**src/rtl/rv32_pkg.sv**
```systemverilog
// rv32_pkg: state and grant encodings shared by the memory bus arbiter and its timeout helper.
package rv32_pkg;

    typedef enum logic [1:0] {
        ARB_IDLE,
        ARB_BUSY_I,
        ARB_BUSY_D
    } arb_state_t;

    localparam logic ARB_GRANT_INSTR = 1'b0;
    localparam logic ARB_GRANT_DATA  = 1'b1;

    function automatic arb_state_t arb_busy_state(input logic grant);
        return grant ? ARB_BUSY_D : ARB_BUSY_I;
    endfunction

endpackage

```
**src/rtl/rv32_mod_bus_timeout.sv**
```systemverilog
// rv32_mod_bus_timeout: counts unanswered busy cycles and flags expiry; constant 0 when disabled.
module rv32_mod_bus_timeout #(
    parameter int TIMEOUT_CYCLES = 0
) (
    input  logic clk,
    input  logic reset,
    input  logic clear,
    input  logic run,
    output logic expired
);

    generate
        if (TIMEOUT_CYCLES == 0) begin : g_off
            logic unused_inputs;
            assign unused_inputs = clk ^ reset ^ clear ^ run;
            assign expired       = 1'b0;
        end else begin : g_on
            localparam int W = $clog2(TIMEOUT_CYCLES + 1);
            logic [W-1:0] cnt_q, cnt_d;
            // clear wins so a handoff or timeout cycle restarts the count for the next owner
            always_comb begin
                cnt_d = clear ? '0 : (run ? cnt_q + W'(1) : cnt_q);
            end
            always_ff @(posedge clk) begin
                if (reset) begin
                    cnt_q <= '0;
                end else begin
                    cnt_q <= cnt_d;
                end
            end
            assign expired = run && (cnt_q == W'(TIMEOUT_CYCLES - 1));
        end
    endgenerate

endmodule

```
**src/rtl/rv32_mod_bus_arbiter.sv**
```systemverilog
// rv32_mod_bus_arbiter: shares one memory port between instruction fetch and the LSU,
// with locked per-transaction grants, zero-bubble handoff and an optional response timeout.
module rv32_mod_bus_arbiter
    import rv32_pkg::*;
#(
    parameter int DATA_PRIORITY  = 1,
    parameter int TIMEOUT_CYCLES = 0
) (
    input  logic        clk,
    input  logic        reset,
    input  logic        instr_req,
    input  logic [31:0] instr_addr,
    output logic        instr_ack,
    output logic        instr_err,
    output logic [31:0] instr_data_o,
    input  logic        data_req,
    input  logic        data_wr,
    input  logic [3:0]  data_be,
    input  logic [31:0] data_addr,
    input  logic [31:0] data_data_i,
    output logic        data_ack,
    output logic        data_err,
    output logic [31:0] data_data_o,
    output logic        mem_req,
    output logic        mem_wr,
    output logic [3:0]  mem_be,
    output logic [31:0] mem_addr,
    output logic [31:0] mem_data_o,
    input  logic        mem_ack,
    input  logic        mem_err,
    input  logic [31:0] mem_data_i
);

    arb_state_t state_q, state_d;
    logic       last_grant_q, last_grant_d;
    logic       busy, grant, run, expired, done, clear, other_req, ack_pulse, err_pulse;

    assign busy  = state_q != ARB_IDLE;
    assign grant = (state_q == ARB_BUSY_D) ? ARB_GRANT_DATA : ARB_GRANT_INSTR;
    assign run   = busy && !mem_ack && !mem_err;

    rv32_mod_bus_timeout #(
        .TIMEOUT_CYCLES(TIMEOUT_CYCLES)
    ) u_timeout (
        .clk    (clk),
        .reset  (reset),
        .clear  (clear),
        .run    (run),
        .expired(expired)
    );

    always_comb begin
        state_d      = state_q;
        last_grant_d = last_grant_q;
        done         = busy && (mem_ack || mem_err || expired);
        other_req    = (grant == ARB_GRANT_DATA) ? instr_req : data_req;
        clear        = !busy || done;
        if (!busy) begin
            if (instr_req && data_req) begin
                state_d = arb_busy_state((DATA_PRIORITY != 0) ? ARB_GRANT_DATA : !last_grant_q);
            end else if (instr_req) begin
                state_d = ARB_BUSY_I;
            end else if (data_req) begin
                state_d = ARB_BUSY_D;
            end
        end else if (done) begin
            // the completing port's own req is still high this cycle and is deliberately ignored
            last_grant_d = grant;
            state_d      = other_req ? arb_busy_state(!grant) : ARB_IDLE;
        end
    end

    always_comb begin
        mem_req    = busy;
        mem_wr     = 1'b0;
        mem_be     = 4'b0000;
        mem_addr   = 32'h0;
        mem_data_o = 32'h0;
        if (state_q == ARB_BUSY_I) begin
            mem_be   = 4'b1111;
            mem_addr = instr_addr;
        end else if (state_q == ARB_BUSY_D) begin
            mem_wr     = data_wr;
            mem_be     = data_be;
            mem_addr   = data_addr;
            mem_data_o = data_data_i;
        end
        err_pulse = busy && (mem_err || expired);
        ack_pulse = busy && mem_ack && !mem_err;
        instr_ack = ack_pulse && (grant == ARB_GRANT_INSTR);
        instr_err = err_pulse && (grant == ARB_GRANT_INSTR);
        data_ack  = ack_pulse && (grant == ARB_GRANT_DATA);
        data_err  = err_pulse && (grant == ARB_GRANT_DATA);
    end

    assign instr_data_o = mem_data_i;
    assign data_data_o  = mem_data_i;

    always_ff @(posedge clk) begin
        if (reset) begin
            state_q      <= ARB_IDLE;
            last_grant_q <= ARB_GRANT_DATA;
        end else begin
            state_q      <= state_d;
            last_grant_q <= last_grant_d;
        end
    end

endmodule

```
**config.mk**
```make
export PLATFORM = sky130hd
export DESIGN_NAME = rv32_mod_bus_arbiter
export DESIGN_NICKNAME = d
export VERILOG_FILES = /design/src/rtl/rv32_pkg.sv /design/src/rtl/rv32_mod_bus_timeout.sv /design/src/rtl/rv32_mod_bus_arbiter.sv
export SDC_FILE = /design/constraint.sdc
export NUM_CORES = 1
export LEC_CHECK = 0
export ABC_AREA = 1
export BUFFER_PORTS_ARGS = -buffer_cell sky130_fd_sc_hd__buf_4
export CAP_MARGIN = 40
export CELL_PAD_IN_SITES_DETAIL_PLACEMENT = 1
export CELL_PAD_IN_SITES_GLOBAL_PLACEMENT = 1
export CORE_MARGIN = 1
export CORE_UTILIZATION = 13
export DETAILED_ROUTE_END_ITERATION = 16
export PLACE_DENSITY_LB_ADDON = 0.1
export SYNTH_ARGS = -nofsm -noshare
export SYNTH_HDL_FRONTEND = slang
export SYNTH_SLANG_ARGS = --single-unit
```
**constraint.sdc**
```tcl
create_clock -name clk -period 1.5 [get_ports clk]
set_clock_uncertainty 0.2 [all_clocks]
set_input_delay 0.15 -clock clk [delete_from_list [all_inputs] [get_ports clk]]
set_output_delay 0.15 -clock clk [all_outputs]
set_load 0.02 [all_outputs]
```
* Word-level counts from Yosys, hierarchy flattened
Cells that the tools add are included.
Word-level totals: output and inout bits 138, bits of input ports 139, bits in registers 2
Operators by class: mux-type cells 17, bitwise logic cells 1, reduce and logical (&&, ||, !) cells 14, equality and inequality tests 3
Operators with widths (number):
- 2-to-1 mux 32 bit | 4
- 2-to-1 mux 2 bit | 7
- logical AND 1 bit | 9
- 2-to-1 mux 4 bit | 2
- 2-to-1 mux 1 bit | 4
- nonzero test 4 bit | 1
- equality test 2 x 1 -> 1 bit (second input constant) | 1
- equality test 2 bit (second input constant) | 1
- != test 2 x 1 -> 1 bit (second input constant) | 1
- AND reduction 2 bit | 1
- nonzero test 2 bit | 1
- zero test 1 bit | 1
- logical OR 1 bit | 1
- inverter 1 bit | 1

* Longest topological paths before layout
Gate-level depths: netlist of the first run.
depth after elaboration 6, depth in mapped cells 8, depth with buffers taken out 7

* Hierarchy
From an unflattened synthesis of the first run, not the netlist that was laid out.
Second synthesis, totals: cells, all modules 286, area, all modules 1527.7 um^2
By module, submodules not included:
- rv32_mod_bus_arbiter | instances 1, cells an instance 284, area each 1516.5 um^2, seq. area each 40.0 um^2
- rv32_mod_bus_timeout | instances 1, cells an instance 2, area each 11.3 um^2, seq. area each 0.0 um^2

* Worst setup path after synthesis of the first run
OpenSTA, ideal clock, no wires.
kind flip-flop to output port, start register state_q[0], end output data_ack, data required time 1150 ps, arrival 1068 ps, path buffers 1, stages on the path, launching flop included 5, slack 82 ps, path through dfxtp_1 buf_6 nor2_4 inv_2 nor3_1
Between the ends: cells in the longest elaborated chain, start to end 4, elaborated cells on any way between the ends 6, those cells by class eq/ne: 1; mux: 1; reduce/logical: 4
RTL lines:
- start: declaration | RTL line rv32_mod_bus_arbiter.sv:34 | arb_state_t state_q, state_d;
- start signal: assignment | RTL line rv32_mod_bus_arbiter.sv:104 | state_q <= state_d;
- nonzero test 2 bit | RTL line rv32_mod_bus_arbiter.sv:38 | assign busy = state_q != ARB_IDLE;
- logical AND 1 bit (2 in series) | RTL line rv32_mod_bus_arbiter.sv:89 | ack_pulse = busy && mem_ack && !mem_err;
- logical AND 1 bit * | RTL line rv32_mod_bus_arbiter.sv:92 | data_ack = ack_pulse && (grant == ARB_GRANT_DATA);
- end: declaration | RTL line rv32_mod_bus_arbiter.sv:21 | output logic data_ack,
Every way passes the cells marked *; elsewhere a longest branch is shown, timed or not.

* Worst setup path after layout of the first run
start register state_q[1], end output data_ack
The elaborated chain is that of the path after synthesis.

==> metrics.md, run 1 <==
| Metric | Value |
|---|---|
| Share of layout cells above drive strength 1 | 59.9% |
| Initial Util | 13.6% |
| DRT antenna net count | 0 |
| Final Hold Viols | 0 |
| Cell depth of the worst flop-to-flop path | 7 |
| Result of the run | complete, but fails checks |
| Minimum clock period | between 1.5 and 2 ns |
| Hold crit path type | primary input to flip-flop |
| Clock Sink Count | 2 |
| Syn Area/Cell | 5.08 sq um |
| Gate Count Post-Synth | 280 |
| CP Data Arrival Time | ~1.3 ns |
| Violated checks | negative setup slack |
| Crit end category | output pin |
| Fin crit share | 109% |
| Setup TNS | -7.06 ns |
| GRT Overall Usage | a little under an eighth |
| Top flop regs | state_q: 2 flops |
| WHS | 0.0568 ns |
| RePlAce Congestion | slightly below 0.7 |
| Final setup fails | slightly above 70 |
| Vias in the first global route | ~2100 |
| Die X | 107 microns |
| Fin util | 30.3% |
| Sequential share of the synthesized area | ~2.8% |
| # diodes | 0 |
| Final setup margin | -0.138 ns |
| Num rows | 37 |
| GRT met1 Usage | around a tenth |
| Area added between synthesis and finish | 123% |
| Yosys warning count | 0 |
| Syn nets | ~420 |
| Grt total ovfl | 0 |
| Max cap viols | 0 |
| Routed WL | between 7000 and 8000 microns |
| Worst Tran Pin Value | roughly 0.19 ns |
| Number of DRC markers in iteration 0 | 35 |
| Leakage | 1.75 nW |
| Yosys top cell area share | between 30 and 40% |
| Total Power | between 2 and 2.5 mW |
| GR Layer Usage met2 | 22.3% |
| Register with the most flip-flops | state_q |
| Clock-pin slew on the worst setup and hold paths | around 0.030 ns |
| Flop2flop setup slack | 0.10 ns |
| First-pass iteration count of the detailed router | 3 |
| Place WS | -0.0784 ns |
| Die area | roughly 0.011 sq mm |
| #FFs+latches synth | 2 |
| I/O pin count | approximately 280 |
| Placed instance area | between 0.002 and 0.0025 sq mm |
| Met3 Use GR | around 5.0% |
| DR DRC count | 0 |
| Worst skew pair latency | 0.21 ns |
| Drt via density | between 3 and 4 |
| Detail Placement HPWL | ~5400 microns |
| Via Count | between 2000 and 2500 |
| Relative slew margins | about 88% |
| Largest area contributor in the netlist | buf_4 |
| VDD IR max | 0.000191 V |
| Finished layout cell area | 0.00317 sq mm |
| Crit-path max FO | 5 |
| Final nets | 540 |
| Most Used Layer, Global Route | met2 |
| Clock tree from TritonCTS | yes |
| Yosys cell types | 15 |
| Worst Path Required | between 1 and 1.5 ns |
| Worst Hold Path Cells | 4 |
| Area contributors post-synth | buf_4 34%, nand2_1 21%, nand3_1 12%, nor2_1 11%, inv_1 9.5% |
| CTS Buf Count | 3 |
| Post-Syn Area | between 0.001 and 0.0015 sq mm |
| Clock Tree Buf Depth | 2 |
| Largest register FFs | 2 |
| Fin cells | about 540 |
| Port Buffers | 180 |
| Htree depth | 1 |
| Kind of start point of the critical path | flip-flop |
| WL/cell | about 14 microns |
| PwrDens | roughly 660 mW/mm^2 |
| Placed Cells | around 520 |
| Fmax | approximately 610 MHz |
| Unrepaired setup endpoints after global routing | true |
| CTS Root Buffer Type | clkbuf_8 |
| First-pass GRT wire length | 10300 microns |
| Core area | approximately 0.010 sq mm |
| Largest net degree at the start of global routing | 39 |
| Initial antenna violation count | 0 |
| Die height | between 100 and 150 microns |
| Fin. max-slew vios | 0 |
| Setup Crit Path Kind | flip-flop to output pin |
| Fill cells | between 1000 and 1500 |
## repair_timing
| item | CTS | global route |
|---|---|---|
| setup endpoints to repair | 72 | 75 |
| buffers inserted | 5 | 0 |
| resized for setup | 80 | 61 |
| hold endpoints to repair | 1 | 0 |
| gates cloned | 1 | 3 |
| hold buffers | 1 | 0 |
## path summary, 6_finish.rpt
path	from	endpoint
worst max-delay path	state_q[1]	data_ack
worst min-delay path	data_req	state_q[0]
worst max register to register	state_q[0]	state_q[1]
worst min register to register	state_q[1]	state_q[0]
## report_power, final
part / internal [mW] / switching (mW) / total (mW)
Sequential: 0.0620 / 0.00770 / 0.0697
Combinational: 0.863 / 0.954 / 1.82
Clock: 0.169 / 0.0400 / 0.209
## cell type report
class                   count  area, sq um  share of cell area (%)
well taps                 136          170                    5.37
flip-flops and latches      2         41.3                    1.30
multi-input cells         161          921                    29.1
repair inverters            3         47.5                    1.50
clock buffers               3         41.3                    1.30
inverters                  39          175                    5.53
repair buffers            191         1770                    55.9
## cells in the final DEF, fill, tap and decap left out, types with 2 or more instances in the layout
cell type  count
buf_6         59
nand2_1       74
nand2_2        4
clkbuf_8       3
inv_1         36
nand3_1       33
a21oi_1        2
buf_4        123
buf_12         7
nor2_1        12
nor2_4        30
nand2_4        2
## cells in the mapped netlist, drive strengths merged
cell type and count:
o21ai 1, nand3 33, inv 39, dfxtp 2, nand2 80, clkbuf 2
nor3 2, nor2 43, a21oi 2, buf 76
## critical path: stages, from the launching register on
cell and delay (ns):
dfxtp_2 0.34, inv_4 0.05, nor2_4 0.14, buf_12 0.21
clkinv_16 0.09, nor3_4 0.12, buf_6 0.14
## routing by layer
| layer | part of all wire, % | vias up |
|---|---|---|
| li1 | - | 1003 |
| met1 | 31 | 939 |
| met2 | 54 | 123 |
| met3 | 13 | 18 |
| met4 | 1.7 | 0 |
| met5 | 0 | - |
## cells by family (layout without fill, tap and decap cells)
logic type      Yosys count  count (layout)  synth area share, %
simple gates            158             158                 45.5
buf+inv                 117             236                 50.6
compound gates            3               3                 1.06
flops                     2               2                 2.82
Power figures use the tool's default switching activity.
==> inputs of run 2 (changes only) <==
--- a/config.mk
+++ b/config.mk
@@ -10,10 +10,11 @@
 export CAP_MARGIN = 40
 export CELL_PAD_IN_SITES_DETAIL_PLACEMENT = 1
 export CELL_PAD_IN_SITES_GLOBAL_PLACEMENT = 1
-export CORE_MARGIN = 1
-export CORE_UTILIZATION = 13
+export CORE_AREA = 2 2 107 109
 export DETAILED_ROUTE_END_ITERATION = 16
+export DIE_AREA = 0 0 109 111
 export PLACE_DENSITY_LB_ADDON = 0.1
+export SKIP_CTS_REPAIR_TIMING = 1
 export SYNTH_ARGS = -nofsm -noshare
 export SYNTH_HDL_FRONTEND = slang
 export SYNTH_SLANG_ARGS = --single-unit
==> constraint.sdc (replaced) <==
create_clock -name clk -period 2.05 [get_ports clk]
set_clock_uncertainty 0.2 [all_clocks]
set_input_delay 0.205 -clock clk [delete_from_list [all_inputs] [get_ports clk]]
set_output_delay 0.205 -clock clk [all_outputs]
set_load 0.02 [all_outputs]
==> run 2 against run 1 <==
  * The run now ends clean
  * Non-clock buffer count decreased by 8
  * Power decreased by 38%
  * Sequential share of layout area grew 0.31 points
  * Flip-flop and latch count unchanged
  * Cell area decreased by 22%
  * Sequential power fell by 30%
  * Largest power group unchanged
==> metrics.md, run 2 (synthesis results as in run 1) <==
| Metric | Value |
|---|---|
| Max cap viols | 0 (unchanged) |
| Area added between synthesis and finish | 74.5% (was 123%) |
| Total Power | 1.29 mW (was 2.10 mW) |
| Hold crit path type | primary input to flip-flop (unchanged) |
| DRT antenna net count | 0 (unchanged) |
| Die area | 0.0121 sq mm (was 0.0114 sq mm) |
| Vias in the first global route | 2003 (was 2083) |
| Share of layout cells above drive strength 1 | 49.2% (was 59.9%) |
| Worst Tran Pin Value | 0.565 ns (was 0.187 ns) |
| DR DRC count | 0 (unchanged) |
| Fill cells | 1445 (was 1291) |
| Finished layout cell area | 0.00248 sq mm (was 0.00317 sq mm) |
| Clock-pin slew on the worst setup and hold paths | 0.03 ns (about the same) |
| Leakage | 1.58 nW (was 1.75 nW) |
| Flop2flop setup slack | 0.56 ns (was 0.10 ns) |
| Setup TNS | 0 ns (was -7.06 ns) |
| Fin. max-slew vios | 0 (unchanged) |
| Placed Cells | 528 (was 522) |
| Kind of cell adding the most delay to the critical path | buffers and inverters (unchanged) |
| Clock Tree Buf Depth | 2 (unchanged) |
| CTS Root Buffer Type | clkbuf_16 (was clkbuf_8) |
| Initial antenna violation count | 0 (unchanged) |
| Fin cells | 531 (was 535) |
| Worst Path Required | 1.64 ns (was 1.15 ns) |
| PwrDens | 520 mW/mm^2 (was 662 mW/mm^2) |
| Die height | 111 microns (was 107 microns) |
| Fin crit share | 91.3% |
| Routed WL | 6450 microns (was 7240 microns) |
| CP max-delay cell | dfxtp_1 (was dfxtp_2) |
| Placed instance area | 0.00240 sq mm (was 0.00244 sq mm) |
| First-pass GRT wire length | 9400 microns (was 10300 microns) |
| Commonest non-fill, non-tap cells in the layout | 182 x buf_4, 79 x nand2_1, 42 x nor2_1 (was 123 x buf_4, 74 x nand2_1, 59 x buf_6) |
| Unrepaired setup endpoints after global routing | false (was true) |
| Final setup fails | 0 (was 72) |
| Grt total ovfl | 0 (unchanged) |
| I/O pin count | 277 (unchanged) |
| Setup Crit Path Kind | flip-flop to output pin (unchanged) |
| Port Buffers | 180 (unchanged) |
| CP Data Arrival Time | 1.47 ns (was 1.29 ns) |
| Final Hold Viols | 0 (unchanged) |
| Final setup margin | 0.178 ns (was -0.138 ns) |
| Num rows | 39 (was 37) |
| Crit-path cells | buf_6 > inv_2 > nand2_2 > nand2_1 > nor2_1 > buf_4 (was inv_4 > nor2_4 > buf_12 > clkinv_16 > nor3_4 > buf_6) |
| Crit end category | output pin (unchanged) |
| Drt via density | 3.70 (was 3.89) |
| Core area | 0.0111 sq mm (was 0.0105 sq mm) |
| Initial Util | 12.8% (was 13.6%) |
| Via Count | 1963 (was 2083) |
| Crit path buffers/inverters | 3 (was 4) |
| Kind of start point of the critical path | flip-flop (unchanged) |
| Register with the most flip-flops | state_q (unchanged) |
| WHS | 0.0483 ns (was 0.0568 ns) |
| Minimum clock period | 1.87 ns |
| Critical path's largest stage delay | 0.38 ns (was 0.34 ns) |
| Largest register FFs | 2 (unchanged) |
| First-pass iteration count of the detailed router | 3 (unchanged) |
| Die X | 109 microns (was 107 microns) |
| RePlAce Congestion | 0.702 (was 0.679) |
| GRT Overall Usage | 9.64% (was 11.4%) |
| Number of DRC markers in iteration 0 | 37 (was 35) |
| Top flop regs | state_q: 2 flops (unchanged) |
| Most common cell after layout, fill and taps aside | buf_4 (unchanged) |
| WL/cell | 12.2 microns (was 13.5 microns) |
| CTS Buf Count | 3 (unchanged) |
| Detail Placement HPWL | 5320 microns (was 5400 microns) |
| Fmax | approximately 530 MHz |
| Worst skew pair latency | 0.22 ns (was 0.21 ns) |
| Result of the run | finished, final reports clean (was complete, but fails checks) |
| Final nets | 529 (was 540) |
| Clock Sink Count | 2 (unchanged) |
| VDD IR max | 0.000197 V (was 0.000191 V) |
| Crit-path max FO | 35 (was 5) |
| Fin util | 22.4% (was 30.3%) |
| Htree depth | 1 (unchanged) |
| Clock tree from TritonCTS | yes (unchanged) |
| Largest net degree at the start of global routing | 39 (unchanged) |
| Place WS | 0.307 ns (was -0.0784 ns) |
| # diodes | 0 (unchanged) |
| Relative slew margins | 62.3% (was 87.6%) |
run 2: changes by cell type in the layout (fill, tap and decap cells not counted), moves of 2 or more:
cell       change
buf_4         +59
buf_6         -58
nor2_1        +30
nor2_4        -29
buf_12         -7
nand2_1        +5
clkbuf_16      +3
clkbuf_8       -3
nand2_2        -3
inv_2          +2
nand2_4        -2
nor3_1         +2
run 2: worst paths after layout:
path	from	end	depth (start not counted)
max	state_q[0]	instr_err	6
min	reset	state_q[1]	4
max reg2reg	state_q[0]	state_q[1]	8
min reg2reg	state_q[1]	state_q[0]	4
run 2: tightest hold or removal path, delay by kind of cell:
family / cells / cell delay, ns
buffers and inverters: 2 / 0.12
AND/OR/NAND/NOR: 2 / 0.10
run 2: final cells by class:
type	count	area [sq um]	share of cell area, %
Inverter	39	146	5.90
Sequential cell	2	40.0	1.61
Multi-Input combinational cell	161	662	26.7
Clock buffer	3	75.1	3.03
Tap cell	143	179	7.21
Timing Repair Buffer	183	1380	55.5
run 2: metal layers:
layer | part of all wire, % | GRT usage, %
met3 | 16 | 3.47
met2 | 48 | 17.6
met5 | 0 | 0
met4 | 2.8 | 3.85
met1 | 34 | 9.74
run 2: where the power goes:
group          total [mW]  internal [mW]  switching, mW
logic               0.949          0.412          0.537
registers          0.0490         0.0447        0.00438
clock network       0.292          0.248         0.0444
total                1.29          0.705          0.586
